File: config.mk
export PLATFORM = sky130hd
export DESIGN_NAME = passma_tx
export DESIGN_NICKNAME = d
export VERILOG_FILES = /design/src/rtl/passma_tx.sv
export SDC_FILE = /design/constraint.sdc
export NUM_CORES = 1
export LEC_CHECK = 0
export BUFFER_PORTS_ARGS = -buffer_cell sky130_fd_sc_hd__buf_4
export CAP_MARGIN = 25
export CORE_MARGIN = 8
export CORE_UTILIZATION = 27
export CTS_CLUSTER_SIZE = 14
export DETAILED_ROUTE_END_ITERATION = 10
export HOLD_SLACK_MARGIN = 0.03
export SLEW_MARGIN = 10
export SYNTH_ARGS = -nofsm -noshare
export SYNTH_HDL_FRONTEND = slang
export SYNTH_SLANG_ARGS = --single-unit
File: constraint.sdc
create_clock -name clk -period 2.4 [get_ports clk]
set_input_delay 0.36 -clock clk [delete_from_list [all_inputs] [get_ports clk]]
set_output_delay 0.36 -clock clk [all_outputs]
set_load 0.02 [all_outputs]
File: src/rtl/passma_tx.sv
// Password-sequence transmitter: plays a latched 4-key code on the keypad bus.
// Each key is held HOLD cycles, then released to 0000 for GAP cycles.
module passma_tx #(
  parameter int HOLD = 2,
  parameter int GAP  = 2
) (
  input  logic        clk,
  input  logic        rst,
  input  logic        start,
  input  logic        abort,
  input  logic [15:0] keys,
  output logic [3:0]  pass,
  output logic        busy,
  output logic        done,
  output logic [1:0]  idx
);

  localparam int MX = (HOLD > GAP) ? HOLD : GAP;
  localparam int CW = $clog2(MX) + 1;
  localparam logic [CW-1:0] HL = CW'(HOLD - 1);
  localparam logic [CW-1:0] GL = CW'(GAP - 1);

  typedef enum logic [1:0] {IDLE, PRESS, RELEASE, DONE} state_t;

  state_t        state, state_n;
  logic [CW-1:0] cnt, cnt_n;
  logic [1:0]    idx_n;
  logic [15:0]   key_q, key_n;
  logic [3:0]    pass_n;
  logic          busy_n, done_n;

  always_ff @(posedge clk or posedge rst) begin
    if (rst) begin
      state <= IDLE;
      cnt   <= '0;
      idx   <= '0;
      key_q <= '0;
      pass  <= '0;
      busy  <= 1'b0;
      done  <= 1'b0;
    end else begin
      state <= state_n;
      cnt   <= cnt_n;
      idx   <= idx_n;
      key_q <= key_n;
      pass  <= pass_n;
      busy  <= busy_n;
      done  <= done_n;
    end
  end

  always_comb begin
    state_n = state;
    cnt_n   = cnt;
    idx_n   = idx;
    key_n   = key_q;
    case (state)
      IDLE: begin
        if (start && !abort) begin
          state_n = PRESS;
          cnt_n   = '0;
          idx_n   = '0;
          key_n   = keys;
        end
      end
      PRESS: begin
        if (abort) begin
          state_n = IDLE;
          cnt_n   = '0;
          idx_n   = '0;
        end else if (cnt == HL) begin
          state_n = RELEASE;
          cnt_n   = '0;
        end else begin
          cnt_n = cnt + CW'(1);
        end
      end
      RELEASE: begin
        if (abort) begin
          state_n = IDLE;
          cnt_n   = '0;
          idx_n   = '0;
        end else if (cnt == GL) begin
          cnt_n = '0;
          if (idx == 2'd3) begin
            state_n = DONE;
          end else begin
            state_n = PRESS;
            idx_n   = idx + 2'd1;
          end
        end else begin
          cnt_n = cnt + CW'(1);
        end
      end
      DONE: begin
        state_n = IDLE;
        idx_n   = '0;
      end
      default: begin
        state_n = IDLE;
        cnt_n   = '0;
        idx_n   = '0;
      end
    endcase
  end

  // Outputs are decoded from the next state so they register with it.
  always_comb begin
    pass_n = 4'h0;
    busy_n = 1'b0;
    done_n = 1'b0;
    case (state_n)
      PRESS: begin
        busy_n = 1'b1;
        case (idx_n)
          2'd0:    pass_n = key_n[3:0];
          2'd1:    pass_n = key_n[7:4];
          2'd2:    pass_n = key_n[11:8];
          default: pass_n = key_n[15:12];
        endcase
      end
      RELEASE: busy_n = 1'b1;
      DONE:    done_n = 1'b1;
      default: ;
    endcase
  end

endmodule

==> results of run 1 <==
==> power by group <==
group	leakage (uW)	switching, uW	internal [uW]
combinational	0.000391	367	370
sequential	0.000349	57.9	656
clock	0.0000357	139	223
==> worst reg2reg max path, stage by stage (launching register included) <==
cell	delay, ns
dfrtp_1	0.42
inv_1	0.09
ha_1	0.22
and2b_1	0.14
o21ai_1	0.08
a211oi_4	0.53
mux2_2	0.41
a22o_1	0.23
==> cell families (layout without fill, tap and decap cells) <==
kind of cell    count (synthesis)  after routing
compound gates                 22             22
fa+ha+maj                       5              5
buf+inv                         8             40
flops                          28             28
mux                            24             24
simple gates                   17             17
==> cell usage in the layout, fill, tap and decap left out, types with 2 or more instances in the layout <==
master    instances
a21oi_1           7
a22o_1            4
a31oi_1           2
buf_4            28
clkbuf_8          3
dfrtp_1          28
ha_1              5
inv_1             6
mux2_2           23
nand2_1           4
nand2b_1          3
nor2_1            3
==> worst paths after layout <==
kind                                     from                  end  slack, ns  cells after the start
max reg2reg                state[1]$_DFF_PP0_    pass[1]$_DFF_PP0_       0.17                      7
max                        state[1]$_DFF_PP0_    pass[1]$_DFF_PP0_       0.17                      7
min                                       rst   state[1]$_DFF_PP0_       0.14                      3
max in group asynchronous                 rst  key_q[13]$_DFF_PP0_       2.00                      3
min in group clk                      keys[2]   key_q[2]$_DFF_PP0_       0.33                      2
min reg2reg                key_q[2]$_DFF_PP0_   key_q[2]$_DFF_PP0_       0.50                      1
==> stage by stage <==
step	instances	hold slack [ns]	cell area (sq um)	util (%)
finish	203	0.143	1710	36.0
global route	203	0.190	1710	36.0
CTS	203	0.151	1710	36.0
detailed placement	199	0.454	1640	34.5
global placement	199	0.454	1640	34.5
floorplan	104	0.425	1340	-
==> state kept, by name, summed over array words and instances (netlist names) <==
signal and flops:
busy 1, cnt 2, done 1, idx 2, key_q 16, pass 4
state 2
==> synth_stat cells, drive strengths merged <==
cell type  number
o21a            1
a31oi           2
o21ai           2
o31ai           1
nor2b           1
buf             1
a21o            1
ha              5
a211oi          1
a32o            1
nor2            4
dfrtp          28
a22o            4
and2b           2
or2b            1
and2            1
mux2           24
a21oi           7
a21boi          1
nand2           4
o311ai          1
inv             7
nand3           1
nand2b          3
==> cell type report <==
cell class              count  area (sq um)
fillers                   492          3040
flip-flops and latches     28           701
multi-input cells          68           599
repair buffers             29           230
well taps                  67          83.8
clock buffers               3          41.3
clock inverters             1          30.0
inverters                   7          26.3
==> metal layers <==
metal  GRT usage (%)  part of all wire, %  up-vias
met5               0                    0        -
met4            4.23                  1.9        0
met3            1.80                  4.3        4
met2            12.5                   48       25
met1            9.94                   46      416
li1                -                    -      430
==> results.md, run 1 <==
* Antenna cells at 0
* Clk root buf: clkbuf_8
* Port Buffers at 27
* Sequential area share after synthesis at ~52%
* Row count at 25
* Mux contribution to synthesized area at between 20% and 30%
* Routed vias at 875
* Avg WL per Cell at 14.0 microns
* Routability Congestion at between 0.8 and 0.9
* Max Fclk at ~450 MHz
* Max Cap Viol at 0
* Clock Skew at 0.00180 ns
* Largest net degree at the start of global routing at 29
* Total CTS buffers at 3
* CTS Hold Bufs at 0
* Adder and majority cell fraction of the synthesized area at 4.68%
* Syn_nets at approximately 130
* Delay-heaviest family, CP: compound AO/OA/AOI/OAI gates
* Die height at 86.4 microns
* CTS HTree Levels at 1
* Top-area cell type share of the netlist area at 52.4%
* Layout cell share with drive strength beyond 1 at 45.6%
* WP data arrival at approximately 2.4 ns
* Fin nets at roughly 160
* Yosys reg bits at 28
* Core ar. at 4750 sq um
* Vias in the first global route at approximately 970
* CTS tree: yes
* WP data required at 2.56 ns
* Routed Antenna Nets at 0
* Slew HR at a little over three fifths
* Hold WC Path Type: in -> async
* Full die area at 7460 sq um
* Mapped Area at 1340 sq um
* Worst setup EP type: register
* Cell variety after synth at 29
* RSZ-0062 raised after global routing: false
* Fin crit share at 92.8%
* Antenna violations before repair at 0
* Worst setup path category: reg -> reg
* Peak VDD IR at 295 uV
* Grt ovf at 0
* P&R area growth vs syn at 28.0%
* Main combinational cell family by area after synthesis: multiplexers
* IO Pins at 28
* Synth area leaders: dfrtp_1, mux2_2, ha_1, a21oi_1, a22o_1
* Cells after Synth at 104
* Final worst slack at 0.172 ns
* CTS clk-pin slew, worst paths at 0.09 ns
* Compound-Gate Fraction of Synth Area at roughly an eighth
* Final-report setup violation count at 0
* Power Total at 1810 uW
* Max Slew Vio Count at 0
* Drt first pass iters at 4
* First-pass GRT wire length at 4730 microns
* DRC at 0
* CP Cell Sequence: inv_1, ha_1, and2b_1, o21ai_1, a211oi_4, mux2_2, a22o_1
* DR iter-0 viols at 94
* DR vias/cell at 4.31
* Slowest stage delay, CP at 0.53 ns
* Routed Wire Length at 2850 microns
* Cell type with the largest total area after synthesis: dfrtp_1
* Crit path max-delay cell type: a211oi_4
* Die width at 86.4 microns
* Setup TNS at 0 ns
* Syn Area/Cell at 12.9 sq um
* Post-DP HPWL at 2180 microns
* Cts repair resizes at 0
* CP bufs+invs at 1
* Outcome: completed
* Synthesis warning total at 0
* Power per cell area at ~1100 nW/um^2
* Post-CTS Setup Inserts at 0
* Clock Tree Buf Depth at 2
* Slew @ Worst Pin at 0.554 ns
* GRT Total Usage at 7.98%
* Final hold vios at 0
* Post-synthesis simple-gate area fraction at between 7 and 8%
* Fin crit period at 2.23 ns
* Leakage power at 0.000775 uW
* Clk_lat worst skew at approximately 0.27 ns
* Pre-CTS WS at 0.210 ns
* Worst Setup Start Kind: register
* Starting Density at about 28%
* CP Max Fanout at 9
* Xor and xnor area share after synthesis at 0%
* Clock sinks at 28
No activity file was read; power rests on OpenSTA's default activity.
==> inputs of run 2 (changes only) <==
--- a/config.mk
+++ b/config.mk
@@ -12,6 +12,7 @@
 export CTS_CLUSTER_SIZE = 14
 export DETAILED_ROUTE_END_ITERATION = 10
 export HOLD_SLACK_MARGIN = 0.03
+export PLACE_DENSITY = 0.48
 export SLEW_MARGIN = 10
 export SYNTH_ARGS = -nofsm -noshare
 export SYNTH_HDL_FRONTEND = slang
==> run 2 against run 1 <==
  * Count of clock-buffer cells in the layout is the same
  * Global-route usage grew 0.15 points
  * Sequential power shrank 0.7%
  * Clock power grew 4%
  * Critical path depth grew 1
  * Utilization grew 0.16 points
  * Die area is the same
  * Routed wire length is essentially flat
  * Combinational power is essentially flat
==> results.md, run 2 (synthesis gave the netlist of run 1 again) <==
* Outcome: completed
* Antenna violations before repair at 0 (unchanged)
* Max Slew Vio Count at 0 (unchanged)
* Clock Tree Buf Depth at 2 (unchanged)
* CTS clk-pin slew, worst paths at 0.10 ns (about the same)
* Final hold vios at 0 (unchanged)
* DR vias/cell at 4.36 (+1.2%)
* Worst setup path category: reg -> reg
* Max reg flops at 16 (unchanged)
* Avg WL per Cell at 14.0 microns (-0.46%)
* Delay-heaviest family, CP: multiplexers
* Cts repair resizes at 0 (unchanged)
* Drt first pass iters at 4 (unchanged)
* WP data arrival at 2.33 ns (-0.06 ns)
* WP data required at 2.57 ns (about the same)
* P&R area growth vs syn at 28.5%
* Worst setup EP type: register
* Fin crit share at 89.9% (-2.9 points)
* IO Pins at 28 (unchanged)
* Reg-to-reg endpoint: pass[0]$_DFF_PP0_
* Clock sinks at 28 (unchanged)
* Worst Setup Start Kind: register
* Clock Skew at 0.00297 ns (+0.00117 ns)
* Fin crit period at 2.16 ns (-0.0690 ns)
* CTS Hold Bufs at 0 (unchanged)
* Final worst slack at 0.241 ns (+0.0690 ns)
* Hold WC Path Type: in -> async
* Slowest stage delay, CP at 0.41 ns (-0.12 ns)
* R2R depth at 8 (+1)
* Core ar. at 4750 sq um (unchanged)
* Starting Density at 28.1% (unchanged)
* CTS tree: yes
* Post-DP HPWL at 2130 microns (-2.4%)
* Grt ovf at 0 (unchanged)
* Row count at 25 (unchanged)
* Slew @ Worst Pin at 0.424 ns (-0.130 ns)
* Most common cell on crit path: mux2_2
* R2r startpoint: state[0]$_DFF_PP0_
* Final core occ at 36.2% (+0.16 points)
* FF-to-FF setup slack at 0.24 ns (+0.07 ns)
* Final-report setup violation count at 0 (unchanged)
* Clk root buf: clkbuf_8
* Routed Wire Length at 2850 microns (about the same)
* Routed vias at 890 (+1.7%)
* Peak VDD IR at 354 uV (+20%)
* Fin nets at 163 (+0.62%)
* Max Cap Viol at 0 (unchanged)
* First-pass GRT wire length at 4740 microns (+0.30%)
* DRC at 0 (unchanged)
* Top reg by flops: key_q
* Port Buffers at 27 (unchanged)
* Antenna cells at 0 (unchanged)
* Largest registers: key_q (16), pass (4)
* Routed Antenna Nets at 0 (unchanged)
* Clk_lat worst skew at 0.28 ns (about the same)
* Total CTS buffers at 3 (unchanged)
* Crit path max-delay cell type: dfrtp_1
* Max Fclk at 463 MHz (+3.2%)
* Die height at 86.4 microns (unchanged)
* Leakage power at 0.000781 uW (+0.70%)
* Pre-CTS WS at 0.240 ns (+0.0294 ns)
* Die width at 86.4 microns (unchanged)
* Most common library cell in the layout ignoring fill and taps: buf_4
* Layout cell share with drive strength beyond 1 at 46.0% (+0.40 points)
* Setup TNS at 0 ns (unchanged)
* CP Max Fanout at 17 (+8)
* Routability Congestion at 0.815 (-2.3%)
* GRT Total Usage at 8.13% (+0.15 points)
* CTS HTree Levels at 1 (unchanged)
* Post-CTS Setup Inserts at 0 (unchanged)
* Slew HR at 71.5% (+8.6 points)
* Largest net degree at the start of global routing at 29 (unchanged)
* Most frequent cells in the layout: buf_4, dfrtp_1, mux2_2
* Power per cell area at 1060 nW/um^2 (+0.12%)
* CP Cell Sequence: inv_1, ha_1, inv_2, nor2_4, buf_12, mux2_2, mux2_2, a22o_1
* Fillers at 490 (-0.41%)
* RSZ-0062 raised after global routing: false
* Full die area at 7460 sq um (unchanged)
* CP bufs+invs at 3 (+2)
* Vias in the first global route at 997 (+3.0%)
* Power Total at 1820 uW (+0.56%)
* DR iter-0 viols at 41 (-56%)
-- run 2: worst min-delay path, delay by kind of cell --
kind	cells	cell delay (ns)
buffers and inverters	3	0.47
-- run 2: how the worst max path moves through the flow --
stage / end / from / cells past startpoint
final: pass[0]$_DFF_PP0_ / state[0]$_DFF_PP0_ / 8
after floorplan: pass[2]$_DFF_PP0_ / state[0]$_DFF_PP0_ / 8
after global routing: pass[2]$_DFF_PP0_ / state[0]$_DFF_PP0_ / 8
after detailed placement: pass[1]$_DFF_PP0_ / state[0]$_DFF_PP0_ / 8
after CTS: pass[2]$_DFF_PP0_ / state[0]$_DFF_PP0_ / 8
after global placement: pass[2]$_DFF_PP0_ / state[0]$_DFF_PP0_ / 8
-- run 2: per-layer routing --
| layer | global-route usage [%] | up-vias | routed length (microns) |
|---|---|---|---|
| li1 | - | 435 | - |
| met2 | 13.4 | 17 | 1450 |
| met5 | 0 | - | 0 |
| met3 | 2.36 | 4 | 122 |
| met4 | 3.76 | 0 | 49 |
| met1 | 9.47 | 434 | 1230 |
-- run 2: area by class of cell --
class | count | area (sq um) | share of cell area, %
clock inverter | 1 | 30.0 | 1.75
timing repair buffer | 30 | 238 | 13.8
inverter | 7 | 26.3 | 1.53
tap | 67 | 83.8 | 4.88
multi-input combinational | 68 | 599 | 34.9
sequential | 28 | 701 | 40.8
clock buffer | 3 | 41.3 | 2.40
-- run 2: where the power goes --
part	switching (uW)	internal (uW)
Clock	154	223
Combinational	366	370
Sequential	53.9	655
-- run 2: stage by stage --
step | std cells | instance area, sq um | hold slack (ns)
2_1_floorplan | 104 | 1340 | 0.425
3_3_place_gp | 200 | 1650 | 0.455
3_5_place_dp | 200 | 1650 | 0.458
4_1_cts | 204 | 1720 | 0.150
5_1_grt | 204 | 1720 | 0.187
6_report | 204 | 1720 | 0.137
